==> src/rtl/alu_rr_sched.sv <==
// rtl/alu_rr_sched.sv - two-requester round-robin scheduler around a shared 4-bit ALU
module alu_rr_sched #(
    parameter int CNT_W = 8
) (
    input  logic             clk,
    input  logic             rst,
    input  logic             req0_valid,
    output logic             req0_ready,
    input  logic [1:0]       req0_op,
    input  logic [3:0]       req0_a,
    input  logic [3:0]       req0_b,
    input  logic             req0_cin,
    input  logic             req1_valid,
    output logic             req1_ready,
    input  logic [1:0]       req1_op,
    input  logic [3:0]       req1_a,
    input  logic [3:0]       req1_b,
    input  logic             req1_cin,
    output logic             rsp_valid,
    input  logic             rsp_ready,
    output logic             rsp_id,
    output logic [3:0]       rsp_y,
    output logic             rsp_cout,
    output logic [CNT_W-1:0] done_cnt
);

    typedef enum logic [1:0] {
        IDLE = 2'd0,
        EXEC = 2'd1,
        RESP = 2'd2
    } state_t;

    localparam logic [CNT_W-1:0] CNT_ONE = 1;

    state_t     state;
    state_t     state_nxt;
    logic       last_grant;
    logic [1:0] op_q;
    logic [3:0] a_q;
    logic [3:0] b_q;
    logic       cin_q;
    logic       id_q;
    logic       accept_ok;
    logic       accept;
    logic       gnt_id;
    logic [4:0] alu_res;

    assign rsp_valid = (state == RESP);

    // A response slot frees up in the same cycle the consumer takes the result.
    always_comb begin
        state_nxt  = state;
        accept_ok  = (state == IDLE) || ((state == RESP) && rsp_ready);
        gnt_id     = (req0_valid && req1_valid) ? !last_grant : req1_valid;
        accept     = accept_ok && (req0_valid || req1_valid);
        req0_ready = accept && !gnt_id;
        req1_ready = accept && gnt_id;
        case (state)
            IDLE: if (accept) state_nxt = EXEC;
            EXEC: state_nxt = RESP;
            RESP: if (rsp_ready) state_nxt = accept ? EXEC : IDLE;
            default: state_nxt = IDLE;
        endcase
    end

    always_comb begin
        alu_res = '0;
        case (op_q)
            2'b00:   alu_res = {1'b0, a_q} + {1'b0, b_q} + {4'b0000, cin_q};
            2'b01:   alu_res = {1'b0, a_q} - {1'b0, b_q} - {4'b0000, cin_q};
            2'b10:   alu_res = {1'b0, ~(a_q & b_q)};
            default: alu_res = {1'b0, ~(a_q | b_q)};
        endcase
    end

    always_ff @(posedge clk) begin
        if (rst) begin
            state      <= IDLE;
            last_grant <= 1'b1;
            op_q       <= '0;
            a_q        <= '0;
            b_q        <= '0;
            cin_q      <= 1'b0;
            id_q       <= 1'b0;
            rsp_id     <= 1'b0;
            rsp_y      <= '0;
            rsp_cout   <= 1'b0;
            done_cnt   <= '0;
        end else begin
            state <= state_nxt;
            if (accept) begin
                op_q       <= gnt_id ? req1_op  : req0_op;
                a_q        <= gnt_id ? req1_a   : req0_a;
                b_q        <= gnt_id ? req1_b   : req0_b;
                cin_q      <= gnt_id ? req1_cin : req0_cin;
                id_q       <= gnt_id;
                last_grant <= gnt_id;
            end
            if (state == EXEC) begin
                rsp_y    <= alu_res[3:0];
                rsp_cout <= alu_res[4];
                rsp_id   <= id_q;
            end
            if (rsp_valid && rsp_ready) done_cnt <= done_cnt + CNT_ONE;
        end
    end

endmodule

==> config.mk <==
export PLATFORM = sky130hd
export DESIGN_NAME = alu_rr_sched
export DESIGN_NICKNAME = d
export VERILOG_FILES = /design/src/rtl/alu_rr_sched.sv
export SDC_FILE = /design/constraint.sdc
export NUM_CORES = 1
export LEC_CHECK = 0
export BUFFER_PORTS_ARGS = -buffer_cell sky130_fd_sc_hd__buf_4
export CORE_MARGIN = 3
export CORE_UTILIZATION = 50
export CTS_CLUSTER_SIZE = 12
export DETAILED_ROUTE_END_ITERATION = 7
export HOLD_SLACK_MARGIN = 0.03
export PLACE_DENSITY = 0.76
export SLEW_MARGIN = 20
export SYNTH_ARGS = -nofsm -noshare
export SYNTH_HDL_FRONTEND = slang
export SYNTH_SLANG_ARGS = --single-unit
==> constraint.sdc <==
create_clock -name clk -period 2.4 [get_ports clk]
set_input_delay 0.24 -clock clk [delete_from_list [all_inputs] [get_ports clk]]
set_output_delay 0.24 -clock clk [all_outputs]
set_load 0.05 [all_outputs]
==> results of run 1 <==
## how the worst min path moves through the flow
stage,endpoint,start,slack (ns),depth (start not counted)
finish,state[1],rsp_ready,0.19,3
global route,state[1],rsp_ready,0.18,3
CTS,state[1],rsp_ready,0.17,3
detailed placement,rsp_id,rsp_id,0.45,2
global placement,rsp_id,rsp_id,0.45,2
floorplan,state[1],rsp_ready,0.42,2
## flip-flops by register name, indices dropped and copies added (netlist names)
name / cells
cin_q: 1
done_cnt: 8
b_q: 4
last_grant: 1
rsp_y: 4
a_q: 4
op_q: 2
id_q: 1
rsp_id: 1
rsp_cout: 1
state: 2
## layout by cell type (no fill, tap or decap), types with 2 or more instances in the layout
master	n
a211oi_2	9
or3_1	2
nor2b_1	2
a211oi_1	5
nand2b_1	3
ha_1	13
mux2i_1	14
o211ai_1	2
nand2_1	12
dfxtp_1	29
buf_4	44
nand3_1	2
o21ai_1	2
xor2_1	3
clkbuf_4	5
and3_1	2
nand4_1	3
clkbuf_8	2
fa_1	4
nor3_1	5
nor2_1	25
o21ai_0	2
a21oi_1	11
inv_1	12
xnor2_1	5
## synthesized netlist by cell type
library cell / count
a211oi_1: 5
nor2_1: 25
buf_1: 2
nor3_2: 1
and3b_1: 1
fa_1: 4
nor2b_1: 2
clkbuf_1: 2
buf_2: 4
and3_1: 2
xor2_1: 3
o211ai_1: 2
nand2_1: 12
o31ai_1: 1
nor3b_1: 1
o21ai_1: 2
inv_2: 1
or3b_1: 1
inv_1: 12
a211oi_2: 9
nand3_1: 2
nand3b_1: 1
and2b_1: 1
a21boi_4: 1
xnor2_1: 5
nand4b_1: 1
a211o_1: 1
buf_12: 1
dfxtp_1: 29
nand4_1: 3
a41o_1: 1
mux2i_1: 14
buf_4: 2
a21oi_1: 11
nor3_1: 5
o21ai_0: 2
ha_1: 13
o21a_1: 1
a311oi_1: 1
or3_1: 2
nand2b_1: 3
## metal layers
metal / track usage (%) / up-vias / share of wire, %
li1: - / 741 / -
met3: 5.64 / 7 / 5.5
met1: 21.6 / 636 / 45
met4: 5.44 / 0 / 1.5
met5: 0 / - / 0
met2: 30.7 / 35 / 48
## worst max-delay path: cells and delay by family, from the launching register on
family	cells	cell delay, ns
flip-flops	1	0.41
XOR/XNOR	1	0.08
buffers and inverters	1	0.10
adder cells (fa/ha/maj)	2	0.73
AO/OA/AOI/OAI	3	0.69
## logic make-up (layout without fill, tap and decap cells)
| logic type | Yosys count | in the layout | share of synthesized area, % |
|---|---|---|---|
| flops | 29 | 29 | 33.0 |
| xor+xnor | 8 | 8 | 3.98 |
| simple gates | 63 | 63 | 17.5 |
| compound gates | 37 | 37 | 17.1 |
| fa+ha+maj | 17 | 17 | 13.8 |
| mux | 14 | 14 | 7.95 |
| buf+inv | 24 | 65 | 6.75 |
## power by group through the flow
stage / clock network [uW] / registers (uW) / logic, uW
2_1_floorplan: 0 / 594 / 275
3_3_place_gp: 0 / 575 / 375
3_5_place_dp: 0 / 578 / 386
4_1_cts: 360 / 567 / 388
5_1_grt: 377 / 576 / 425
6_report: 342 / 567 / 384
## cell type report
| cell class | instances | area share (%) |
|---|---|---|
| Multi-Input combinational cell | 139 | 49.5 |
| Sequential cell | 29 | 27.0 |
| Timing Repair Buffer | 44 | 15.4 |
| Clock buffer | 7 | 3.03 |
| Tap cell | 44 | 2.56 |
| Inverter | 13 | 2.27 |
| Clock inverter | 1 | 0.233 |
## metrics by stage
| stage | cells | power [uW] | hold WS (ns) |
|---|---|---|---|
| after CTS | 277 | 1310 | 0.166 |
| after detailed placement | 269 | 964 | 0.449 |
| after floorplan | 192 | 869 | 0.422 |
| after global routing | 277 | 1380 | 0.181 |
| final | 277 | 1290 | 0.193 |
| after global placement | 269 | 950 | 0.447 |
==> flow_metrics.tcl, run 1 <==
set metrics [dict create \
    status "complete, no violations" \
    cp_cell_sequence "inv_1 -> fa_1 -> ha_1 -> a211oi_2 -> xnor2_1 -> a211o_1 -> o21a_1" \
    ff2ff_setup_slack_ns 0.28 \
    grt_first_pass_wirelength_mm 6.01 \
    relSlewSlack_pct 65.0 \
    place_congestion 0.903 \
    routedWlPerCell_um 12.4 \
    slowest_delay_ns 0.43 \
    crit_path_start_kind "register" \
    rsz0062_at_grt "false" \
    period_needed_ns 2.12 \
    ys_types 41 \
    vias 1419 \
    grt_pass1_vias 1364 \
    tightest_slew_ns 0.523 \
    dp_slack_ns 0.288 \
    seqCellArea_sq_um 581 \
    fin_crit_sh_pct 88.2 \
    vias_per_cell 5.12 \
    port_buffers 43 \
    crit_path_end "rsp_y[3]" \
    ys_seq_area_share_pct 33.0 \
    cts_resized 0 \
    crit_start "b_q[0]" \
    syn_inst 192 \
    crit_arrival_ns 2.35 \
    switching_share_pct 33.6 \
    cts_made_buffers 5 \
    ios 44 \
    drtIter0Drc 30 \
    reg2regPathDepth 7 \
    netlist_area_sq_mm 0.00176 \
    nFillCells 291 \
    fmax_mhz 472 \
    die_x_um 65.4 \
    critical_path_class "register to register" \
    setup_viol 0 \
    cts_max_level 2 \
    design_area_sq_mm 0.00215 \
    final_util_pct 67.0 \
    worstReg2RegStart "b_q[0]" \
    yosys_warnings 0 \
    cp_slowest_cell "fa_1" \
    multi_input_area_sq_mm 0.00106 \
    grt_overflow_total 0 \
    rows 20 \
    finalSetupTns_ns 0 \
    syn_to_final_growth_pct 21.9 \
    root_buffer "clkbuf_4" \
    reg2reg_to "rsp_y[3]" \
    place_hpwl_mm 2.68 \
    clk_pin_slew_ns 0.09 \
    p_leak_uw 0.000936 \
    place_area_sq_mm 0.00208 \
    clk-insertion-delay-late_ns 0.33 \
    drc 0 \
    cp_max_fo 4 \
    antenna_cells 0 \
    postCtsSetupRepairBufs 0 \
    slew_viol_final 0 \
    syn_nets 236 \
    core_sq_mm 0.00320 \
    antenna_found_initial 0 \
    fin_skew_ns 0.00596 \
    drv_cap 0 \
    worstHoldPathType "input pin to register" \
    synth_seq_cells 29 \
    grt_usage_pct 18.0 \
    drive_above_1_share_pct 27.5 \
    start_util_pct 55.0 \
    yosysTopAreaCellShare_pct 33.0 \
    synth_top_area_cell "dfxtp_1" \
    cts_hold_buf 0 \
    end_kind "register" \
    grt_max_degree 32 \
    report.final.hold_viol_count 0 \
    powerDensity_mw_per_mm2 602 \
    cts_tree "done" \
    wl_mm 3.43 \
    fp.dieH_um 65.4 \
    fin_ws_ns 0.283 \
    power_switching_uw 435 \
    pwr-share-clk_pct 26.5 \
    dieArea_sq_mm 0.00427 \
    synth.area.top_cells "dfxtp_1 33%, ha_1 9.2%, mux2i_1 8.0%" \
    dr.pass1.iters 4 \
    seq_power_share_pct 43.8 \
    clk_path_buf_depth 2 \
    ir_worst_vdd_mv 0.332 \
    cts_sinks 29 \
    internal_power_uw 859 \
    ant_nets 0 \
    syn_area_per_cell_sq_um 9.18 \
    p_comb_share_pct 29.7 \
    nNetsFinal 276 \
    crit_required_ns 2.63 \
]
Power figures use the tool's default switching activity.
==> run 2, diff against run 1 <==
Settings changed: CORE_UTILIZATION 50 to 53, PLACE_DENSITY 0.76 to 0.8.
==> run 2 against run 1 <==
Fmax is 0.37% higher. Register-to-register slack about the same. Largest cell class unchanged. Critical endpoint unchanged. Sequential share of layout area up 0.19 points. Clock skew is 0.0029 ns lower. Critical path type unchanged. Via count fell by 2.2%. Non-clock buffer count unchanged. Combinational power about the same. Total power decreased by 3.7%. Final area is 0.70% lower.
==> flow_metrics.tcl, run 2 (synthesis results as in run 1) <==
set metrics [dict create \
    fin_crit_sh_pct 87.9 \
    crit_buf_inv 1 \
    whs_ns 0.215 \
    rsz0062_at_grt "false" \
    vias 1388 \
    period_needed_ns 2.11 \
    internal_power_uw 827 \
    cp_max_fo 4 \
    power_switching_uw 418 \
    drc 0 \
    grt_first_pass_wirelength_mm 5.31 \
    seq_power_share_pct 45.5 \
    drv_cap 0 \
    worstReg2RegStart "b_q[0]" \
    cts_hold_buf 0 \
    clk_pin_slew_ns 0.08 \
    registers.top_by_ff_count "done_cnt" \
    slew_viol_final 0 \
    final_common_cell "buf_4" \
    nNetsFinal 276 \
    switching_share_pct 33.6 \
    drive_above_1_share_pct 26.7 \
    grt_overflow_total 0 \
    finalSetupTns_ns 0 \
    relSlewSlack_pct 65.5 \
    cts_resized 0 \
    fp.dieH_um 63.7 \
    place_hpwl_mm 2.41 \
    critical_path_class "register to register" \
    fmax_mhz 474 \
    vias_per_cell 5.03 \
    setup_viol 0 \
    fin_skew_ns 0.00303 \
    grt_usage_pct 16.2 \
    dp_cells 269 \
    final_cell_mix "44 x buf_4, 29 x dfxtp_1, 25 x nor2_1" \
    clk-insertion-delay-late_ns 0.31 \
    start_util_pct 56.8 \
    rows 20 \
    grt_pass1_vias 1268 \
    pwr-share-clk_pct 23.7 \
    powerDensity_mw_per_mm2 584 \
    dieArea_sq_mm 0.00405 \
    drtIter0Drc 33 \
    tightest_slew_ns 0.515 \
    path_delay_family "adder cells" \
    grt_max_degree 32 \
    dr.pass1.iters 4 \
    crit_required_ns 2.62 \
    worstHoldPathType "input pin to register" \
    cts_sinks 29 \
    port_buffers 43 \
    antenna_found_initial 0 \
    end_kind "register" \
    dp_slack_ns 0.288 \
    slowest_delay_ns 0.43 \
    ios 44 \
    hp-start "rsp_ready" \
    routedWlPerCell_um 11.4 \
    syn_to_final_growth_pct 21.0 \
    cts_tree "done" \
    largest_reg_flops 8 \
    root_buffer "clkbuf_4" \
    antenna_cells 0 \
    core_sq_mm 0.00310 \
    cts_max_level 2 \
    postCtsSetupRepairBufs 0 \
    ir_worst_vdd_mv 0.321 \
    ff2ff_setup_slack_ns 0.29 \
    p_comb_share_pct 30.8 \
    report.final.hold_viol_count 0 \
    fin_ws_ns 0.291 \
    p_leak_uw 0.000926 \
    place_congestion 0.850 \
    final_util_pct 68.7 \
    clk_path_buf_depth 2 \
    cp_slowest_cell "fa_1" \
    crit_path_start_kind "register" \
    cp_cell_sequence "inv_1 -> fa_1 -> ha_1 -> a211oi_2 -> xnor2_1 -> a211o_1 -> o21a_1" \
    finalNonFillerCells 276 \
    crit_start "b_q[0]" \
    status "complete, no violations" \
    cts_made_buffers 5 \
    wl_mm 3.13 \
    ant_nets 0 \
    die_x_um 63.7 \
    crit_arrival_ns 2.32 \
]
## run 2: cell count changes in the layout (fill, tap and decap cells not counted)
cell | before | now
clkbuf_8 | 2 | 1
clkbuf_1 | 0 | 1
clkinv_2 | 1 | 0
## run 2: cell type report
class	instances	area, sq um
Clock buffer	7	55.1
Fill cell	279	971
Inverter	13	48.8
Multi-Input combinational cell	139	1060
Sequential cell	29	581
Tap cell	44	55.1
Timing Repair Buffer	44	330
## run 2: power by group through the flow
stage | Sequential, uW | Combinational [uW] | Clock (uW)
2_1_floorplan | 594 | 275 | 0
3_5_place_dp | 577 | 385 | 0
3_3_place_gp | 575 | 381 | 0
5_1_grt | 575 | 427 | 322
4_1_cts | 566 | 387 | 301
6_report | 566 | 384 | 296
## run 2: through the flow
step                      instance area [sq um]  total power [uW]
after floorplan                            1760               869
after global placement                     2080               956
after detailed placement                   2080               963
after CTS                                  2130              1250
after global routing                       2130              1320
final                                      2130              1250
## run 2: worst register-to-register path, delay by kind of cell, from the launching register on
kind                       cells  cell delay (ns)
adders and majority gates      2             0.73
DFF                            1             0.41
buffers and inverters          1             0.10
xor gates and xnor gates       1             0.09
AOI/OAI and AO/OA              3             0.69
## run 2: worst paths after layout
kind,to,depth (start not counted)
max,rsp_y[3],7
min,state[1],3
max reg2reg,rsp_y[3],7
min reg2reg,rsp_id,2
## run 2: layer usage
layer  GRT usage [%]  vias to the layer above  routed length [um]
li1                -                      744                   -
met1            20.5                      603                1550
met2            26.2                       36                1380
met3            4.46                        5                 164
met4            5.66                        0                  44
met5               0                        -                   0
==> run 3, diff against run 2 <==
Settings changed: BUFFER_PORTS_ARGS -buffer_cell sky130_fd_sc_hd__buf_4 to -buffer_cell sky130_fd_sc_hd__buf_2.
==> run 3 against run 2 <==
Setup slack improved by 0.012 ns. Sequential cell count did not move. Highest routed layer unchanged. Die area did not move. Global-route usage rose by 2.2 points. Count of clock-buffer cells in the layout did not move. Core utilization fell by 2.5 points. Combinational power fell by 5.2%. Final area fell by 3.6%. Register-to-register slack barely moved. Critical path type unchanged.
==> flow_metrics.tcl, run 3 (synthesis results as in run 1) <==
set metrics [dict create \
    status "complete, no violations" \
    core_sq_mm 0.00310 \
    pwr-share-clk_pct 31.4 \
    slowest_delay_ns 0.43 \
    wl_mm 3.34 \
    reg2regPathDepth 7 \
    fin_crit_sh_pct 87.4 \
    port_buffers 43 \
    p_comb_share_pct 26.8 \
    cts_max_level 2 \
    fin_skew_ns 0.0110 \
    dp_slack_ns 0.306 \
    grt_max_degree 32 \
    whs_ns 0.221 \
    drv_cap 0 \
    crit_arrival_ns 2.33 \
    ir_worst_vdd_mv 0.540 \
    final_cell_mix "43 x buf_2, 29 x dfxtp_1, 25 x nor2_1" \
    crit_buf_inv 1 \
    fmax_mhz 477 \
    routedWlPerCell_um 12.0 \
    clk-insertion-delay-late_ns 0.34 \
    ios 44 \
    setup_viol 0 \
    dr.pass1.iters 4 \
    vias_per_cell 5.17 \
    drive_above_1_share_pct 27.0 \
    place_area_sq_mm 0.00197 \
    nNetsFinal 276 \
    critical_path_class "register to register" \
    place_hpwl_mm 2.56 \
    nFillCells 283 \
    start_util_pct 56.8 \
    grt_overflow_total 0 \
    drtIter0Drc 48 \
    die_x_um 63.7 \
    rsz0062_at_grt "false" \
    antenna_found_initial 0 \
    antenna_cells 0 \
    powerDensity_mw_per_mm2 660 \
    seqCellArea_sq_um 581 \
    seq_power_share_pct 41.8 \
    crit_required_ns 2.63 \
    largest_reg_flops 8 \
    cts_resized 0 \
    postCtsSetupRepairBufs 0 \
    worstHoldPathType "input pin to register" \
    drc 0 \
    cp_slowest_cell "fa_1" \
    period_needed_ns 2.10 \
    syn_to_final_growth_pct 16.6 \
    cp_cell_sequence "inv_1 -> fa_1 -> ha_1 -> a211oi_2 -> xnor2_1 -> a211o_1 -> o21a_1" \
    power_switching_uw 439 \
    clk_pin_slew_ns 0.10 \
    clk_path_buf_depth 2 \
    registers.top_by_ff_count "done_cnt" \
    tightest_slew_ns 0.616 \
    top_usage_layer "met2" \
    grt_usage_pct 18.3 \
    fp.dieH_um 63.7 \
    cts_tree "done" \
    p_leak_uw 0.000917 \
    multi_input_area_sq_mm 0.00106 \
    dieArea_sq_mm 0.00405 \
    grt_util_met2_pct 31.7 \
    end_kind "register" \
    grt_pass1_vias 1416 \
    slew_viol_final 0 \
    rows 20 \
    hold_depth 3 \
    cts_hold_buf 0 \
    fin_ws_ns 0.303 \
    grt_first_pass_wirelength_mm 5.87 \
    internal_power_uw 917 \
    grtUsageMet3_pct 3.92 \
    critical_path_depth 7 \
    crit_path_start_kind "register" \
    switching_share_pct 32.4 \
    ant_nets 0 \
    cts_sinks 29 \
    vias 1432 \
    place_congestion 0.771 \
    cts_made_buffers 5 \
    path_delay_family "adder cells" \
    cp_max_fo 4 \
    finalSetupTns_ns 0 \
    report.final.hold_viol_count 0 \
    root_buffer "clkbuf_4" \
    relSlewSlack_pct 58.9 \
    grtUsageMet1_pct 21.0 \
    final_common_cell "buf_2" \
    design_area_sq_mm 0.00205 \
]
## run 3: changes by cell type in the layout (fill, tap and decap cells not counted), sizes merged
cell and delta:
bufinv +1
## run 3: area by class of cell
type | count | share of cell area, %
multi-input cells | 139 | 51.7
flip-flops and latches | 29 | 28.3
repair buffers | 44 | 10.8
clock buffers | 7 | 2.68
well taps | 44 | 2.68
inverters | 13 | 2.38
clock inverters | 1 | 1.46
## run 3: worst reg2reg max path, cell delays in order, from the launching register on
cell and delay, ns:
dfxtp_1 0.40, inv_1 0.10, fa_1 0.43, ha_1 0.30, a211oi_2 0.24, xnor2_1 0.09, a211o_1 0.28, o21a_1 0.16
## run 3: power by group through the flow
stage               registers [uW]  logic (uW)  clock network (uW)
finish                         567         364                 425
CTS                            567         368                 432
global route                   575         411                 458
floorplan                      594         275                   0
global placement               575         358                   0
detailed placement             579         367                   0
## run 3: path summary, 6_finish.rpt
check                  end  slack, ns      start
hold reg to reg     rsp_id       0.46     rsp_id
setup / recovery  rsp_y[3]       0.30     b_q[0]
setup reg to reg  rsp_y[3]       0.30     b_q[0]
hold / removal    state[1]       0.22  rsp_ready
## run 3: per-stage QoR
step	std cells	utilization [%]	total power, uW
global route	277	66.2	1440
CTS	277	66.2	1370
finish	277	66.2	1360
floorplan	192	-	869
detailed placement	269	63.5	945
global placement	269	63.5	933
## run 3: layer usage
layer / vias to the layer above / part of all wire [%]
met5: - / 0
met3: 7 / 5.6
met4: 0 / 1.8
li1: 741 / -
met2: 46 / 48
met1: 638 / 45
